==> src/rtl/psum_row_fifo.sv <==
// Synchronous FIFO for aligned psum rows.
// Ports: push/wdata in, pop/rdata out, full/empty/count status.
module psum_row_fifo #(
  parameter int WIDTH = 64,
  parameter int DEPTH = 8,
  localparam int AW = (DEPTH > 1) ? $clog2(DEPTH) : 1
) (
  input  logic             clk,
  input  logic             rst_n,
  input  logic             push,
  input  logic [WIDTH-1:0] wdata,
  input  logic             pop,
  output logic [WIDTH-1:0] rdata,
  output logic             full,
  output logic             empty,
  output logic [AW:0]      count
);

  logic [WIDTH-1:0] mem [DEPTH];
  logic [AW-1:0]    wr_ptr;
  logic [AW-1:0]    rd_ptr;
  logic             do_push;
  logic             do_pop;

  function automatic logic [AW-1:0] inc(
    input logic [AW-1:0] p
  );
    return (p == AW'(DEPTH - 1)) ? '0 : p + 1'b1;
  endfunction

  assign full    = (count == (AW+1)'(DEPTH));
  assign empty   = (count == '0);
  assign do_pop  = pop & ~empty;
  // A pop in the same edge frees the slot, so a full push is legal then.
  assign do_push = push & (~full | do_pop);
  // Head is registered storage; zeroed while empty.
  assign rdata   = empty ? '0 : mem[rd_ptr];

  always_ff @(posedge clk) begin
    if (do_push) mem[wr_ptr] <= wdata;
  end

  always_ff @(posedge clk) begin
    if (!rst_n) begin
      wr_ptr <= '0;
      rd_ptr <= '0;
      count  <= '0;
    end else begin
      if (do_push) wr_ptr <= inc(wr_ptr);
      if (do_pop)  rd_ptr <= inc(rd_ptr);
      unique case ({do_push, do_pop})
        2'b10:   count <= count + 1'b1;
        2'b01:   count <= count - 1'b1;
        default: count <= count;
      endcase
    end
  end

endmodule

==> src/rtl/psum_drain.sv <==
// Deskews staggered PE-array column psums into aligned rows, buffers them,
// and hands them off on valid/ready; raises array_hold ahead of overflow.
// Ports: psum_in/psum_valid_in from array, row_out/row_valid/row_ready out,
// array_hold to controller, sticky overflow, rows_out handoff counter.
module psum_drain #(
  parameter int PSUM_WIDTH = 16,
  parameter int NUM_COLS   = 4,
  parameter int FIFO_DEPTH = 8
) (
  input  logic                           clk,
  input  logic                           rst_n,
  input  logic [NUM_COLS*PSUM_WIDTH-1:0] psum_in,
  input  logic                           psum_valid_in,
  output logic                           array_hold,
  output logic [NUM_COLS*PSUM_WIDTH-1:0] row_out,
  output logic                           row_valid,
  input  logic                           row_ready,
  output logic                           overflow,
  output logic [15:0]                    rows_out
);

  localparam int AW   = (FIFO_DEPTH > 1) ? $clog2(FIFO_DEPTH) : 1;
  localparam int CW   = AW + 1;
  localparam int LAST = NUM_COLS - 1;
  localparam int RW   = NUM_COLS * PSUM_WIDTH;

  logic [RW-1:0] aligned;
  logic          push;
  logic [CW:0]   inflight;
  logic          full;
  logic          empty;
  logic [AW:0]   count;
  logic          pop;
  logic [CW:0]   need;
  logic [CW:0]   free;

  genvar c;
  generate
    for (c = 0; c < NUM_COLS; c++) begin : g_col
      if (c == LAST) begin : g_pass
        assign aligned[c*PSUM_WIDTH +: PSUM_WIDTH] =
          psum_in[c*PSUM_WIDTH +: PSUM_WIDTH];
      end else begin : g_dly
        localparam int D = LAST - c;
        logic [PSUM_WIDTH-1:0] sr [D];
        always_ff @(posedge clk) begin
          if (!rst_n) begin
            for (int i = 0; i < D; i++) sr[i] <= '0;
          end else begin
            sr[0] <= psum_in[c*PSUM_WIDTH +: PSUM_WIDTH];
            for (int i = 1; i < D; i++) sr[i] <= sr[i-1];
          end
        end
        assign aligned[c*PSUM_WIDTH +: PSUM_WIDTH] = sr[D-1];
      end
    end

    if (NUM_COLS == 1) begin : g_v0
      assign push     = psum_valid_in;
      assign inflight = '0;
    end else begin : g_vn
      logic [LAST-1:0] vsr;
      always_ff @(posedge clk) begin
        if (!rst_n) begin
          vsr <= '0;
        end else begin
          vsr[0] <= psum_valid_in;
          for (int i = 1; i < LAST; i++) vsr[i] <= vsr[i-1];
        end
      end
      assign push = vsr[LAST-1];
      always_comb begin
        inflight = '0;
        for (int i = 0; i < LAST; i++)
          inflight = inflight + (CW+1)'(vsr[i]);
      end
    end
  endgenerate

  assign row_valid = ~empty;
  assign pop       = row_ready;

  psum_row_fifo #(
    .WIDTH (RW),
    .DEPTH (FIFO_DEPTH)
  ) u_fifo (
    .clk   (clk),
    .rst_n (rst_n),
    .push  (push),
    .wdata (aligned),
    .pop   (pop),
    .rdata (row_out),
    .full  (full),
    .empty (empty),
    .count (count)
  );

  // Every row already in the deskew chain, plus the LAST rows the array
  // may still emit, must fit in the free slots.
  assign need       = (CW+1)'(LAST) + inflight;
  assign free       = (CW+1)'(FIFO_DEPTH) - {1'b0, count};
  assign array_hold = (free <= need);

  always_ff @(posedge clk) begin
    if (!rst_n) begin
      overflow <= 1'b0;
      rows_out <= '0;
    end else begin
      if (push & full & ~row_ready) overflow <= 1'b1;
      if (row_valid & row_ready)    rows_out <= rows_out + 16'd1;
    end
  end

endmodule

==> config.mk <==
export PLATFORM = sky130hd
export DESIGN_NAME = psum_drain
export DESIGN_NICKNAME = d
export VERILOG_FILES = /design/src/rtl/psum_row_fifo.sv /design/src/rtl/psum_drain.sv
export SDC_FILE = /design/constraint.sdc
export NUM_CORES = 1
export LEC_CHECK = 0
export BUFFER_PORTS_ARGS = -buffer_cell sky130_fd_sc_hd__buf_2
export CAP_MARGIN = 20
export CELL_PAD_IN_SITES_DETAIL_PLACEMENT = 1
export CELL_PAD_IN_SITES_GLOBAL_PLACEMENT = 1
export CORE_ASPECT_RATIO = 1.2
export CORE_MARGIN = 10
export CORE_UTILIZATION = 40
export CTS_CLUSTER_DIAMETER = 60
export DETAILED_ROUTE_END_ITERATION = 8
export PLACE_DENSITY_LB_ADDON = 0.2
export SYNTH_ARGS = -nofsm -noshare
export SYNTH_HDL_FRONTEND = slang
export SYNTH_SLANG_ARGS = --single-unit
==> constraint.sdc <==
create_clock -name clk -period 13.98 [get_ports clk]
set_input_delay 1.398 -clock clk [delete_from_list [all_inputs] [get_ports clk]]
set_output_delay 1.398 -clock clk [all_outputs]
set_load 0.03 [all_outputs]
==> results.ini, run 1 <==
[logic_synthesis]
synthArstFlopShare_pct = 0
yosysWarnings = 0
synth_edf_count = 512
synthesis.area_mm2 = 0.0236
ys_types = 42
seq_area_frac_synth_pct = 76.1
syn-num-nets = 1284
yosys.area.top_type = edfxtp_1
syn_avg_cell_area_um2 = 19.6
synthTopCellsByArea = edfxtp_1 65%, mux4_2 12%, dfxtp_1 11%
synth_top_area_share_pct = 65.2
ys_dominant_reg_cell = edfxtp_1
netlist_instances = 1203
ys_ff_latch = 641

[floorplan]
io_pins = 151
die_x_um = 242
initial_core_util_pct = 40.4
die_y_um = 286
die_area_mm2 = 0.0691
num_rows = 97
core-area_mm2 = 0.0584

[sta]
setup_viol = 0
hold_viol = 0
final_max_slew_viol_count = 0
setup_tns_ps = 0
fin_worst_skew_ps = 26.4
finalCriticalPeriod_ps = 5360
max_slew_margin_pct = 27.9
rsz0062_at_grt = no
worst_pin_slew_ps = 1080
min_period_over_period_pct = 38.3
fmax_ghz = 0.187

[grt]
overflow = 0
grt_pass1_wl_um = 79000
antenna_found_initial = 1
grt_pass1_vias = 12500
grt_use_total_pct = 14.9
grt_max_degree = 70

[place]
hpwl_um = 28800
postPlaceCellArea_mm2 = 0.0253
io_buffers = 150
gp_congestion = 0.696

[pwr]
power_uw = 5010
power_density_mw_per_mm2 = 184
leakagePower_uw = 0.00904
peakVddDrop_v = 0.000148

[final_layout]
multi_input_area_mm2 = 0.00538
syn2layout_area_growth_pct = 15.5
final_common_cell = edfxtp_1
n_antenna_cell = 0
fillerInstances = 5446
most-common-layout-cells = 512 x edfxtp_1, 149 x buf_2, 128 x mux4_2, 126 x dfxtp_1, 99 x and2_1
fin_area_mm2 = 0.0272
nets = 1458
seqCellArea_mm2 = 0.0180
final_layout_size_suffix_gt1_share_pct = 28.2

[min_path]
hp-class = reg2reg

[clocking]
cts_resized = 0
cts.clk_slew.worst_paths_ps = 60
clock_sinks = 641
hold_buffers = 0
cts_root_buffer = clkbuf_16
htree_levels = 2
cts_setup_buffers = 0
cts_buffers = 61
clockBufferDepth = 3
cts_tree = done
insertion_delay_ps = 630

[routing]
detail-route-antenna-nets = 0
first_pass_iters = 4
vias = 11200
drc = 0
drt_iter0_markers = 760
wl_per_cell_um = 23.5
wirelength_um = 52100
viasPerCell = 5.06

[critical_path]
reg2reg_depth = 6
critical-path-slowest-cell = buf_4
rrSetupSlack_ps = 10490
crit_path_end = row_out[46]
path_cells = buf_4 -> buf_4 -> mux4_2 -> mux2i_1 -> nor2_1 -> buf_2
crit_path_frequent_cell = buf_4
rr_startpoint = u_fifo.count[0]
worstReg2RegEnd = u_fifo.mem[6][19]
startpoint_type = flip-flop
required_ps = 12580
arrival_ps = 3960
path_class = reg2out
critPathMaxStageDelay_ps = 770
path_max_fanout = 39
cp-end-kind = primary output

[flow_run]
maxCapViolCount = 0

[status]
status = finished, final reports clean

[sequential cells by signal, summed over array words and instances, names as in the netlist, named ones only]
name,count
rows_out,16
u_fifo.rd_ptr,3
g_vn.vsr,3
u_fifo.wr_ptr,3
u_fifo.mem,512
g_col.g_dly.sr,96
u_fifo.count,4
overflow,1
[Yosys cell counts (2+ instances only)]
cell type,count
o21ai_1,2
nor2b_1,3
dfxtp_1,129
xnor2_1,9
or3_1,3
buf_1,6
edfxtp_1,512
nor3b_1,2
nor2_1,80
buf_2,23
nand2b_1,8
nand2_1,20
and3_1,2
and2_1,99
xor2_1,2
mux4_2,128
inv_1,7
buf_4,4
clkbuf_1,27
nand4_1,3
o21ai_0,2
nand3_1,13
mux2i_1,73
nor4_2,2
a21oi_1,9
nor3_1,7
ha_1,13
[worst min path at each step]
stage | start | to | slack, ps | cells after the start
2_1_floorplan | g_col[0].g_dly.sr[0][30] | g_col[0].g_dly.sr[0][46] | 410 | 1
4_1_cts | g_col[1].g_dly.sr[0][0] | g_col[1].g_dly.sr[0][16] | 430 | 1
5_1_grt | g_col[1].g_dly.sr[0][15] | g_col[1].g_dly.sr[0][31] | 440 | 1
3_5_place_dp | g_col[0].g_dly.sr[0][31] | g_col[0].g_dly.sr[0][47] | 420 | 1
3_3_place_gp | g_col[0].g_dly.sr[0][3] | g_col[0].g_dly.sr[0][19] | 410 | 1
6_report | g_col[0].g_dly.sr[0][14] | g_col[0].g_dly.sr[0][30] | 430 | 1
[metrics by stage]
step | instances | util, % | worst slack [ps] | hold WS [ps]
6_report | 2221 | 46.6 | 8620 | 431
5_1_grt | 2221 | 46.6 | 8220 | 445
4_1_cts | 2221 | 46.6 | 8400 | 434
3_5_place_dp | 2106 | 43.3 | 9100 | 420
3_3_place_gp | 2106 | 43.3 | 9140 | 414
2_1_floorplan | 1203 | - | 5530 | 406
[power by group]
part / switching [uW] / internal, uW
Clock: 689 / 917
Sequential: 60.1 / 2080
Combinational: 818 / 448
[cells by family after synthesis]
family	count (synthesis)	synth area share, %
xor+xnor	11	0.408
flops	641	76.1
mux	201	15.3
simple gates	251	5.74
fa+ha+maj	13	0.690
buf+inv	68	1.27
compound gates	18	0.440
[critical path, delay by kind of cell (launching register included)]
family                 cells  cell delay [ps]
buffers and inverters      3             1660
DFF                        1              690
muxes                      2              870
and+or+nand+nor            1               80
[layout make-up]
| type | count | area share [%] |
|---|---|---|
| inverters | 8 | 0.110 |
| clock buffers | 95 | 6.45 |
| flip-flops and latches | 641 | 66.0 |
| well taps | 792 | 3.64 |
| clock inverters | 20 | 0.726 |
| repair buffers | 171 | 3.34 |
| multi-input cells | 494 | 19.8 |
[per-layer routing]
layer | share of wire [%] | track usage (%) | vias up
met3 | 3.1 | 2.54 | 72
met1 | 44 | 18.7 | 5956
met4 | 1.8 | 3.82 | 0
li1 | - | - | 5035
met5 | 0 | 0 | -
met2 | 52 | 26.4 | 179
(Power assumes the default switching activity.)
==> run 2, diff against run 1 <==
--- a/config.mk
+++ b/config.mk
@@ -5,6 +5,7 @@
 export SDC_FILE = /design/constraint.sdc
 export NUM_CORES = 1
 export LEC_CHECK = 0
+export ABC_AREA = 1
 export BUFFER_PORTS_ARGS = -buffer_cell sky130_fd_sc_hd__buf_2
 export CAP_MARGIN = 20
 export CELL_PAD_IN_SITES_DETAIL_PLACEMENT = 1
==> constraint.sdc (replaced) <==
create_clock -name clk -period 4.6 [get_ports clk]
set_input_delay 0.46 -clock clk [delete_from_list [all_inputs] [get_ports clk]]
set_output_delay 0.46 -clock clk [all_outputs]
set_load 0.03 [all_outputs]
==> run 2 against run 1 <==
  * Critical path depth increased by 1
  * Core utilization decreased by 0.11 points
  * Global-route usage increased by 2.0 points
  * Cell count increased by 35%
  * Worst setup slack got worse by 7600 ps
  * Sequential cell count unchanged
==> results.ini, run 2 <==
[status]
status = finished, final reports clean

[logic_synthesis]
synth_top_area_share_pct = 62.9  ; -2.3 points
yosysWarnings = 0  ; unchanged
ys_dominant_reg_cell = edfxtp_1
synth_edf_count = 512  ; unchanged
synthTopCellsByCount = 512 x edfxtp_1, 429 x nor2_1, 290 x o21ai_0, 169 x nand2_1, 131 x inv_1
netlist_instances = 2012  ; +67%
yosysMostFrequentCell = edfxtp_1
yosys.area.top_type = edfxtp_1
syn-num-nets = 2093  ; +63%
synthesis.area_mm2 = 0.0245  ; +3.7%
seq_area_frac_synth_pct = 73.4  ; -2.7 points
synthTopCellsByArea = edfxtp_1 63%, dfxtp_1 11%, nor2_1 6.6%
synthArstFlopShare_pct = 0  ; unchanged
ys_types = 29  ; -31%
ys_ff_latch = 641  ; unchanged
syn_avg_cell_area_um2 = 12.2  ; -38%

[sta]
setup_viol = 0  ; unchanged
setup_tns_ps = 0  ; unchanged
worst_pin_slew_ps = 1050  ; -30.7 ps
final_max_slew_viol_count = 0  ; unchanged
fin_worst_skew_ps = 18.6  ; -7.77 ps
hold_viol = 0  ; unchanged
rsz0062_at_grt = no
finalCriticalPeriod_ps = 3620
fmax_ghz = 0.276
min_period_over_period_pct = 78.8
max_slew_margin_pct = 30.0  ; +2.0 points

[grt]
antenna_found_initial = 0  ; -1
grt_pass1_wl_um = 95100  ; +20%
grt_max_degree = 160  ; +130%
grt_use_total_pct = 17.0  ; +2.0 points
overflow = 0  ; unchanged
grt_pass1_vias = 16800  ; +34%

[final_layout]
largest_reg_flops = 512  ; unchanged
most-common-layout-cells = 512 x edfxtp_1, 421 x nor2_1, 290 x o21ai_0, 169 x nand2_1, 149 x buf_2
max_flop_register = u_fifo.mem
final_layout_size_suffix_gt1_share_pct = 13.1  ; -15 points
fin_area_mm2 = 0.0282  ; +3.7%
utilization_pct = 46.5  ; -0.11 points
fin_cells = 3002  ; +35%
syn2layout_area_growth_pct = 15.5  ; about the same
final_common_cell = edfxtp_1
top_regs = u_fifo.mem x512, g_col.g_dly.sr x96, rows_out x16
nets = 2224  ; +53%
n_antenna_cell = 0  ; unchanged

[floorplan]
core-area_mm2 = 0.0607  ; +4.0%
die_y_um = 291  ; +1.7%
initial_core_util_pct = 40.3  ; -0.12 points
io_pins = 151  ; unchanged
num_rows = 99  ; +2.1%
die_area_mm2 = 0.0715  ; +3.4%
die_x_um = 246  ; +1.7%

[critical_path]
reg2reg_depth = 9  ; +3
cp-end-kind = primary output
crit_path_end = row_out[26]
startpoint_type = flip-flop
rr_startpoint = u_fifo.count[1]
path_cells = inv_6 -> buf_4 -> o21ai_0 -> o21ai_1 -> o21ai_0 -> nor2_1 -> buf_2
rrSetupSlack_ps = 1340  ; -9150 ps
path_class = reg2out
critical-path-slowest-cell = inv_6
crit_path_frequent_cell = o21ai_0
arrival_ps = 3160  ; -800 ps
path_max_fanout = 96  ; +150%
critPathMaxStageDelay_ps = 650  ; -120 ps
worstReg2RegEnd = rows_out[5]
required_ps = 4140  ; -8440 ps

[clocking]
hold_buffers = 0  ; unchanged
insertion_delay_ps = 590  ; -40 ps
cts.clk_slew.worst_paths_ps = 60  ; about the same
clock_sinks = 641  ; unchanged
cts_tree = done
cts_root_buffer = clkbuf_16
htree_levels = 3  ; +1
clockBufferDepth = 3  ; unchanged
cts_resized = 0  ; unchanged
cts_setup_buffers = 0  ; unchanged
cts_buffers = 67  ; +9.8%

[routing]
wl_per_cell_um = 20.4  ; -13%
first_pass_iters = 5  ; +1
vias = 15300  ; +36%
viasPerCell = 5.11  ; +0.90%
wirelength_um = 61100  ; +17%
detail-route-antenna-nets = 0  ; unchanged
drt_iter0_markers = 974  ; +28%
drc = 0  ; unchanged

[place]
place_inst = 2882  ; +37%
gp_congestion = 0.750  ; +7.7%
io_buffers = 150  ; unchanged
hpwl_um = 33500  ; +16%
postPlaceCellArea_mm2 = 0.0261  ; +3.1%

[flow_run]
maxCapViolCount = 0  ; unchanged

[pwr]
power_density_mw_per_mm2 = 628  ; +240%
peakVddDrop_v = 0.000479  ; +220%
leakagePower_uw = 0.0105  ; +16%

[min_path]
hp-class = in2reg

==> run 2: cell types whose count changed after synthesis, moves of 8 or more <==
cell / delta
inv_1: +124
o22ai_1: +64
clkbuf_1: +45
a21oi_1: +10
nand2b_1: -8
mux2i_1: -9
nand2_1: +149
mux4_2: -128
nor2_1: +349
buf_2: -11
o21ai_0: +288
and2_1: -99
o21ai_1: +45
==> run 2: worst max-delay path: cells and delay by family, from the launching register on <==
family | cells | cell delay, ps
buffers and inverters | 3 | 1460
flip-flops | 1 | 470
AO/OA/AOI/OAI | 3 | 420
AND/OR/NAND/NOR | 1 | 180
==> run 2: logic make-up (layout without fill, tap and decap cells) <==
logic type	after synthesis	count (layout)	share of synthesized area (%)
muxes	64	64	2.62
AOI/OAI and AO/OA	425	425	9.09
adders and majority gates	13	13	0.665
and+or+nand+nor	618	618	9.63
DFF	641	641	73.4
buffers and inverters	246	428	4.38
xor gates and xnor gates	5	5	0.179
==> run 2: power by group <==
part / total (uW) / internal [uW] / leakage, uW / switching, uW
sequential: 6560 / 6350 / 0.00570 / 203
combinational: 5750 / 1550 / 0.00367 / 4210
clock: 5420 / 3220 / 0.00108 / 2200
total: 17700 / 11100 / 0.0105 / 6610
==> run 2: final cells by class <==
type	instances	area, um2
Inverter	134	508
Fill cell	6392	32500
Tap cell	808	1010
Multi-Input combinational cell	1125	5500
Timing Repair Buffer	174	1070
Sequential cell	641	18000
Clock buffer	86	1830
Clock inverter	34	358
==> run 2: worst min-delay path by stage <==
stage,start,end,slack (ps),cells past startpoint
2_1_floorplan,g_col[0].g_dly.sr[0][30],g_col[0].g_dly.sr[0][46],390,2
3_3_place_gp,g_col[1].g_dly.sr[0][11],g_col[1].g_dly.sr[0][27],400,2
3_5_place_dp,g_col[0].g_dly.sr[0][23],g_col[0].g_dly.sr[0][39],400,2
4_1_cts,psum_in[23],g_col[1].g_dly.sr[0][7],20,3
5_1_grt,psum_in[43],g_col[2].g_dly.sr[0][11],50,3
6_report,psum_in[40],g_col[2].g_dly.sr[0][8],50,3
==> run 2: stage by stage <==
stage	setup WS, ps	total power [uW]	hold WS [ps]
2_1_floorplan	260	10600	386
3_3_place_gp	1390	12400	396
3_5_place_dp	1300	12500	404
4_1_cts	889	18000	18.7
5_1_grt	730	18700	45.9
6_report	977	17700	54.8
==> run 2: per-layer routing <==
layer | wire (um) | track usage, %
met3 | 2630 | 3.20
met2 | 30600 | 29.6
met1 | 26600 | 20.7
met4 | 1270 | 5.64
met5 | 0 | 0
==> run 3, diff against run 2 <==
==> constraint.sdc (replaced) <==
create_clock -name clk -period 3 [get_ports clk]
set_input_delay 0.3 -clock clk [delete_from_list [all_inputs] [get_ports clk]]
set_output_delay 0.3 -clock clk [all_outputs]
set_load 0.03 [all_outputs]
==> run 3 against run 2 <==
  * Power increased by 55%
  * Clock power is 51% higher
  * Register-to-register slack worse by 880 ps
  * Sequential cell count unchanged
  * Critical path depth did not move
  * Die area unchanged
  * Sequential share of layout area fell by 2.0 points
  * Hold slack improved by 43 ps
  * Global-route usage is 0.21 points lower
  * Non-clock buffer count up 82
  * First-iteration DRC count decreased by 8.6%
  * Final area is 3.3% higher
  * Critical path type unchanged
  * Critical endpoint is now row_out[12]
  * Largest cell class unchanged
==> results.ini, run 3 (synthesized netlist as in run 2, its figures left out) <==
[status]
status = finished, final reports clean

[grt]
grt.busiest_layer = met2
grt_util_met1_pct = 20.1  ; -0.59 points
grt_pass1_wl_um = 94400  ; -0.70%
use_met3_pct = 3.39  ; +0.19 points
grt_use_total_pct = 16.8  ; -0.21 points
grtUsageMet2_pct = 29.6  ; +0.061 points
grt_pass1_vias = 16900  ; +0.79%
antenna_found_initial = 0  ; unchanged
grt_max_degree = 91  ; -43%
overflow = 0  ; unchanged

[sta]
final_max_slew_viol_count = 0  ; unchanged
setup_tns_ps = 0  ; unchanged
fin_hold_ws_ps = 97.9  ; +43.1 ps
fmax_ghz = 0.348
worst_pin_slew_ps = 529  ; -521 ps
min_period_over_period_pct = 95.8
fin_ws_ps = 126  ; -850 ps
setup_viol = 0  ; unchanged
max_slew_margin_pct = 64.4  ; +34 points
fin_worst_skew_ps = 15.5  ; -3.12 ps
hold_viol = 0  ; unchanged
finalCriticalPeriod_ps = 2870

[final_layout]
largest_reg_flops = 512  ; unchanged
final_common_cell = edfxtp_1
syn2layout_area_growth_pct = 19.3
final_layout_size_suffix_gt1_share_pct = 13.7  ; +0.58 points
fin_cells = 3084  ; +2.7%
most-common-layout-cells = 512 x edfxtp_1, 419 x nor2_1, 288 x o21ai_0, 169 x nand2_1, 148 x buf_2
n_antenna_cell = 0  ; unchanged
top_regs = u_fifo.mem x512, g_col.g_dly.sr x96, rows_out x16
nets = 2305  ; +3.6%
max_flop_register = u_fifo.mem

[critical_path]
startpoint_type = flip-flop
required_ps = 2700  ; -1440 ps
path_max_fanout = 65  ; -32%
path_class = reg2out
arrival_ps = 2570  ; -590 ps
cp-end-kind = primary output

[clocking]
insertion_delay_ps = 580  ; about the same
clock_sinks = 641  ; unchanged
cts_root_buffer = clkbuf_16
cts_tree = done
cts_buffers = 66  ; -1.5%
clockBufferDepth = 3  ; unchanged
htree_levels = 3  ; unchanged
cts.clk_slew.worst_paths_ps = 60  ; about the same

[pwr]
leakagePower_uw = 0.0108  ; +3.5%
peakVddDrop_v = 0.000795  ; +66%
power_density_mw_per_mm2 = 939  ; +50%

[floorplan]
die_y_um = 291  ; unchanged
die_x_um = 246  ; unchanged
io_pins = 151  ; unchanged
core-area_mm2 = 0.0607  ; unchanged
die_area_mm2 = 0.0715  ; unchanged
initial_core_util_pct = 40.3  ; unchanged
num_rows = 99  ; unchanged

[place]
place_inst = 2897  ; +0.52%
hpwl_um = 34100  ; +1.6%
post-place-ws_ps = 496  ; -804 ps
io_buffers = 150  ; unchanged
gp_congestion = 0.754  ; +0.53%

[routing]
detail-route-antenna-nets = 0  ; unchanged
drt_iter0_markers = 890  ; -8.6%
viasPerCell = 5.03  ; -1.5%
vias = 15500  ; +1.2%
first_pass_iters = 5  ; unchanged
drc = 0  ; unchanged
wirelength_um = 60600  ; -0.87%
wl_per_cell_um = 19.7  ; -3.5%

[flow_run]
maxCapViolCount = 0  ; unchanged

[min_path]
hp-class = in2reg

run 3: per-stage QoR:
| step | util, % | area (um2) | power [uW] |
|---|---|---|---|
| detailed placement | 43.3 | 26300 | 19400 |
| floorplan | - | 24500 | 16300 |
| global placement | 43.3 | 26300 | 19200 |
| global route | 48.1 | 29200 | 28900 |
| finish | 48.1 | 29200 | 27400 |
| CTS | 48.0 | 29100 | 27700 |
run 3: critical path: stages (launching register included):
cell	delay, ps
dfxtp_1	370
inv_1	120
ha_1	280
nand3_4	130
buf_12	320
o21ai_0	160
nor2_1	300
buf_2	270
run 3: timing repair:
| action | 4_1_cts | 5_1_grt |
|---|---|---|
| pin swaps | 1 | 1 |
| gates resized for setup | 9 | 10 |
| setup endpoints to repair | 3 | 18 |
| hold buffers | 65 | 0 |
| endpoints found under the hold margin | 173 | 0 |
| setup buffers | 1 | 1 |
| cloned | 0 | 0 |
run 3: final timing paths:
kind / cells after the start / endpoint / slack [ps] / startpoint
worst max-delay path: 7 / row_out[12] / 130 / u_fifo.count[0]
worst min-delay path: 3 / g_vn.vsr[2] / 100 / rst_n
worst max register to register: 8 / u_fifo.mem[0][6] / 460 / u_fifo.count[0]
worst min register to register: 2 / g_col[0].g_dly.sr[0][30] / 410 / g_col[0].g_dly.sr[0][14]
run 3: where the power goes:
group          switching, uW  internal, uW  leakage, uW
sequential               314          9740      0.00570
clock                   3300          4870      0.00105
combinational           6500          2670      0.00407
total                  10100         17300       0.0108
run 3: metal layers:
metal	wire length (um)	part of all wire, %
met3	2460	4.1
met5	0	0
met4	1280	2.1
met2	30800	51
met1	26000	43
run 3: layout make-up:
cell class	count	area, um2
Clock inverter	37	365
Multi-Input combinational cell	1125	5550
Sequential cell	641	18000
Clock buffer	83	1800
Timing Repair Buffer	256	1970
Inverter	134	510
Tap cell	808	1010
Fill cell	6370	31500
